File: src/rtl/spi_instr_deserializer.sv
// SPI instruction deserializer: frames opcode/key/text off a
// synchronized SPI link and queues them in a small FIFO.
module spi_instr_deserializer #(
    parameter int ADDRW = 8,
    parameter int OPW   = 2,
    parameter int DEPTH = 2,
    parameter int CPOL  = 0,
    parameter int CPHA  = 0
) (
    input  logic             clk,
    input  logic             rst_n,
    input  logic             spi_clk,
    input  logic             mosi,
    input  logic             cs_n,
    input  logic             ready_in,
    output logic [OPW-1:0]   opcode,
    output logic [ADDRW-1:0] key_addr,
    output logic [ADDRW-1:0] text_addr,
    output logic             valid_out,
    output logic             frame_err,
    output logic             overflow
);

    localparam int   FW       = OPW + 2 * ADDRW;
    localparam int   CW       = $clog2(FW + 1);
    localparam int   AW       = $clog2(DEPTH);
    localparam logic SCK_IDLE = (CPOL != 0) ? 1'b1 : 1'b0;
    localparam bit   RISE     = (CPOL == CPHA);

    logic [1:0]    sck_q;
    logic [1:0]    cs_q;
    logic [1:0]    mosi_q;
    logic          sck_d;
    logic          cs_d;
    logic          sck_s;
    logic          cs_s;
    logic          mosi_s;
    logic          sck_edge;
    logic          sample;
    logic          cs_rise;
    logic          cs_fall;
    logic          last;
    logic          push;
    logic          pop;
    logic          full;
    logic          empty;
    logic          push_ok;
    logic [CW-1:0] cnt;
    logic [FW-1:0] sreg;
    logic [FW-1:0] frame;
    logic [FW-1:0] head;
    logic [AW:0]   wptr;
    logic [AW:0]   rptr;
    logic [FW-1:0] mem [DEPTH];

    assign sck_s  = sck_q[1];
    assign cs_s   = cs_q[1];
    assign mosi_s = mosi_q[1];

    // Two-flop synchronizers plus one history flop for edge detection
    always_ff @(posedge clk or negedge rst_n) begin
        if (!rst_n) begin
            sck_q  <= {2{SCK_IDLE}};
            cs_q   <= 2'b11;
            mosi_q <= 2'b00;
            sck_d  <= SCK_IDLE;
            cs_d   <= 1'b1;
        end else begin
            sck_q  <= {sck_q[0], spi_clk};
            cs_q   <= {cs_q[0], cs_n};
            mosi_q <= {mosi_q[0], mosi};
            sck_d  <= sck_s;
            cs_d   <= cs_s;
        end
    end

    assign sck_edge = RISE ? (!sck_d && sck_s) : (sck_d && !sck_s);
    assign cs_rise  = !cs_d && cs_s;
    assign cs_fall  = cs_d && !cs_s;
    assign sample   = sck_edge && !cs_s && !cs_fall;
    assign last     = (cnt == CW'(FW - 1));
    assign frame    = (sreg << 1) | FW'(mosi_s);
    assign push     = sample && last;

    // Bit counter, shift register and abort detection
    always_ff @(posedge clk or negedge rst_n) begin
        if (!rst_n) begin
            cnt       <= '0;
            sreg      <= '0;
            frame_err <= 1'b0;
        end else begin
            frame_err <= 1'b0;
            if (cs_rise) begin
                cnt       <= '0;
                frame_err <= (cnt != '0);
            end else if (cs_fall) begin
                cnt <= '0;
            end else if (sample) begin
                sreg <= frame;
                cnt  <= last ? '0 : cnt + 1'b1;
            end
        end
    end

    assign empty     = (wptr == rptr);
    assign full      = (wptr[AW] != rptr[AW]) &&
                       (wptr[AW-1:0] == rptr[AW-1:0]);
    assign valid_out = !empty;
    assign pop       = valid_out && ready_in;
    assign push_ok   = push && (!full || pop);

    // FIFO pointers and overflow flag
    always_ff @(posedge clk or negedge rst_n) begin
        if (!rst_n) begin
            wptr     <= '0;
            rptr     <= '0;
            overflow <= 1'b0;
        end else begin
            overflow <= push && full && !pop;
            if (push_ok) wptr <= wptr + 1'b1;
            if (pop)     rptr <= rptr + 1'b1;
        end
    end

    // FIFO storage; contents are masked while empty so no reset needed
    always_ff @(posedge clk) begin
        if (push_ok) mem[wptr[AW-1:0]] <= frame;
    end

    assign head      = mem[rptr[AW-1:0]];
    assign opcode    = valid_out ? head[FW-1 -: OPW] : '0;
    assign key_addr  = valid_out ? head[2*ADDRW-1 -: ADDRW] : '0;
    assign text_addr = valid_out ? head[ADDRW-1:0] : '0;

endmodule

File: config.mk
export PLATFORM = sky130hd
export DESIGN_NAME = spi_instr_deserializer
export DESIGN_NICKNAME = d
export VERILOG_FILES = /design/src/rtl/spi_instr_deserializer.sv
export SDC_FILE = /design/constraint.sdc
export NUM_CORES = 1
export LEC_CHECK = 0
export ABC_AREA = 1
export BUFFER_PORTS_ARGS = -buffer_cell sky130_fd_sc_hd__buf_2
export CAP_MARGIN = 25
export CORE_ASPECT_RATIO = 0.7
export CORE_MARGIN = 4
export CORE_UTILIZATION = 35
export CTS_BUF_LIST = sky130_fd_sc_hd__clkbuf_16
export DETAILED_ROUTE_END_ITERATION = 10
export PLACE_DENSITY = 0.62
export SLEW_MARGIN = 20
export SYNTH_ARGS = -nofsm -noshare
export SYNTH_HDL_FRONTEND = slang
export SYNTH_SLANG_ARGS = --single-unit
File: constraint.sdc
create_clock -name clk -period 5.2 [get_ports clk]
set_input_delay 0.26 -clock clk [delete_from_list [all_inputs] [get_ports clk]]
set_output_delay 0.26 -clock clk [all_outputs]
set_load 0.02 [all_outputs]
==> impl_results.md <==
* Post-synthesis sequential area ratio at 67.42%
* CTS tree: built
* Grt ovf at 0
* Final hold vios at 0
* Synth Net Count at 265
* Worst Hold Class: input port to async pin
* Final non-filler cell total at 390
* ANT cells at 0
* Final instance area at 3535 µm²
* DP Wirelength at 3252 µm
* Tmin final at 2.647 ns
* GRT Total Usage at 10.61%
* Die Ht at 84.75 µm
* Critical Path Source: rptr[0]
* First drt pass iteration count at 4
* Post-CTS Setup Bufs at 0
* Largest family of logic cells by synthesized area: simple AND/OR/NAND/NOR gates
* Layout cells sized above 1 at 22.49%
* Worst vdd rail ir drop at 0.1972 mV
* I/O pin count at 27
* Vias in the first global route at 1746
* CP Cell Sequence: inv_2 -> nand2_1 -> nand2_2 -> nand3_4 -> inv_4 -> a21oi_1 -> buf_2
* Relative slew slack at 45.74%
* Worst slew pin tran at 0.8139 ns
* Final #Nets at 295
* Max Clock Freq at 377.8 MHz
* IO Port Bufs at 26
* Synthesis Warnings at 0
* Post-Synth Simple-Gate Area at 14.61%
* XOR/XNOR Fraction of Synth Area at 1.487%
* CTS max path bufs at 2
* Top delay family on crit path: flip-flops
* Initial Utilization at 36.63%
* Leakage at 1.552 nW
* CTS buffer count at 9
* Buf+Inv Stages, Crit Path at 3
* Final ANT Viol Nets at 0
* Dpl cell area at 3142 µm²
* CP endpoint kind: output port
* Worst path max stage delay at 0.85 ns
* Register bit total from synthesis at 72
* Row count at 27
* Inst Count DP at 374
* Area Overhead vs Synth at 20.01%
* Syn Std Cell Area at 2945 µm²
* Mux share of post-synthesis cell area at 0%
* Vias per Instance at 4.526
* WP data required at 4.94 ns
* Compound-gate portion of the synthesized area at 8.794%
* GPL Wtd Cong at 0.7229
* RR Startpoint: rptr[0]
* Pwr/cell area at 441.9 nW/µm²
* Syn avg cell area at 11.60 µm²
* Clock skew at 0.005733 ns
* Initial DRC count at 64
* RSZ-0062 raised after global routing: false
* First-pass GRT wire length at 8376 µm
* Final setup fails at 0
* CTS HTree Levels at 3
* Worst-Skew Late Latency at 0.32 ns
* Post-Synth Adder-Cell Area at 2.124%
* CTS Hold Buffers Added at 0
* Die area at 9970 µm²
* Syn Inst Count at 254
* CP max-delay cell: dfrtp_1
* Run status: complete, no violations
* Max Slew Vio Count at 0
* Max-cap viol count at 0
* Die X at 117.6 µm
* Drt total wl at 4895 µm
* Root Buffer: clkbuf_16
* Initial antenna violation count at 0
* Largest net degree at the start of global routing at 37
* DRC viols at 0
* Data arrival, critical path at 2.39 ns
* Period utilization at 50.90%
* Detailed-route via count at 1765
* Resized Gates After CTS at 0
* Core ar. at 8040 µm²
* Setup CP Type: register to output port
* Crit-path max FO at 22
* Filler Cell Count at 731
* WL/cell at 12.55 µm
* Clock-pin slew on the worst setup and hold paths at 0.06 ns
* Final setup TNS at 0 ns
* Clk sinks at 72
* Number of unique standard cell types used by synthesis at 27
* Crit path launch type: register
[worst paths after layout]
kind                        endpoint  slack, ns  cells after the start
min reg2reg                 sck_q[1]       0.35                      0
max reg2reg                mem[0][8]       2.58                      6
min in group clk             cs_q[0]       0.04                      1
min                          sreg[2]       0.03                      1
max                        opcode[0]       2.55                      7
max in group asynchronous   sreg[11]       4.65                      1
[registers in the layout, summed over array words and instances (netlist names)]
| register | flops |
|---|---|
| cnt | 5 |
| cs_d | 1 |
| cs_q | 2 |
| frame_err | 1 |
| mem | 36 |
| mosi_q | 2 |
| overflow | 1 |
| rptr | 2 |
| sck_d | 1 |
| sck_q | 2 |
| sreg | 17 |
| wptr | 2 |
[area by class of cell]
type / count / area [µm²] / share of cell area [%]
clock buffers: 9 / 225.2 / 6.372
clock inverters: 7 / 167.7 / 4.743
inverters: 25 / 96.34 / 2.726
multi-input cells: 149 / 795.8 / 22.51
flip-flops and latches: 72 / 1986 / 56.18
well taps: 101 / 126.4 / 3.575
repair buffers: 27 / 137.6 / 3.894
[cell usage in the layout, fill, tap and decap left out, types with 3 or more instances in the layout]
| cell | count |
|---|---|
| nand2_1 | 77 |
| dfstp_2 | 3 |
| nor2_1 | 5 |
| xor2_1 | 5 |
| nand3_1 | 10 |
| o21ai_0 | 11 |
| dfrtp_1 | 33 |
| a21oi_2 | 10 |
| buf_2 | 26 |
| a21oi_1 | 8 |
| edfxtp_1 | 36 |
| bufinv_16 | 5 |
| ha_1 | 5 |
| inv_1 | 22 |
| clkbuf_16 | 9 |
| o21a_1 | 8 |
[synth_stat cells]
| cell type | instances | share of area (%) |
|---|---|---|
| edfxtp_1 | 36 | 37 |
| nand2_4 | 1 | 0.38 |
| nor2_1 | 5 | 0.64 |
| o21a_1 | 8 | 2.0 |
| a21oi_1 | 8 | 1.4 |
| buf_8 | 1 | 0.51 |
| dfrtp_1 | 33 | 28 |
| o21ai_1 | 2 | 0.34 |
| o21ai_0 | 11 | 1.9 |
| xor2_1 | 5 | 1.5 |
| nor2_8 | 1 | 0.68 |
| ha_1 | 5 | 2.1 |
| a31oi_1 | 1 | 0.21 |
| dfstp_2 | 3 | 2.7 |
| inv_2 | 2 | 0.25 |
| nand2_1 | 77 | 9.8 |
| nand3_4 | 1 | 0.59 |
| buf_2 | 3 | 0.51 |
| clkbuf_1 | 1 | 0.13 |
| nand2_2 | 1 | 0.21 |
| inv_1 | 22 | 2.8 |
| inv_4 | 1 | 0.21 |
| nor3_1 | 1 | 0.17 |
| buf_6 | 3 | 1.1 |
| a21oi_2 | 10 | 3.0 |
| nand3_1 | 10 | 1.7 |
| nor2_2 | 2 | 0.42 |
[report_power, final]
| group | internal (mW) | switching [mW] |
|---|---|---|
| logic | 0.0276 | 0.0367 |
| clock network | 0.567 | 0.219 |
| registers | 0.672 | 0.0393 |
[cells by family (layout without fill, tap and decap cells)]
| kind of cell | count (synthesis) | count (layout) |
|---|---|---|
| xor gates and xnor gates | 5 | 5 |
| buffers and inverters | 33 | 68 |
| adders and majority gates | 5 | 5 |
| DFF | 72 | 72 |
| AOI/OAI and AO/OA | 40 | 40 |
| and+or+nand+nor | 99 | 99 |
[per-layer routing]
metal	up-vias	wire length [µm]	track usage, %
li1	894	-	-
met3	6	192	3.973
met5	-	0	0
met1	841	2399	13.42
met4	0	47	3.511
met2	24	2256	16.94
[metrics by stage]
| stage | hold slack (ns) | setup slack [ns] | power (mW) | utilization (%) |
|---|---|---|---|---|
| 6_report | 0.03340 | 2.553 | 1.562 | 43.96 |
| 2_1_floorplan | -0.03559 | 2.733 | 0.7592 | - |
| 4_1_cts | 0.02649 | 2.504 | 1.581 | 43.96 |
| 5_1_grt | 0.02739 | 2.311 | 1.623 | 43.96 |
| 3_3_place_gp | 0.3316 | 2.613 | 0.7829 | 39.08 |
| 3_5_place_dp | 0.3373 | 2.531 | 0.7883 | 39.08 |
(Power assumes the default switching activity.)
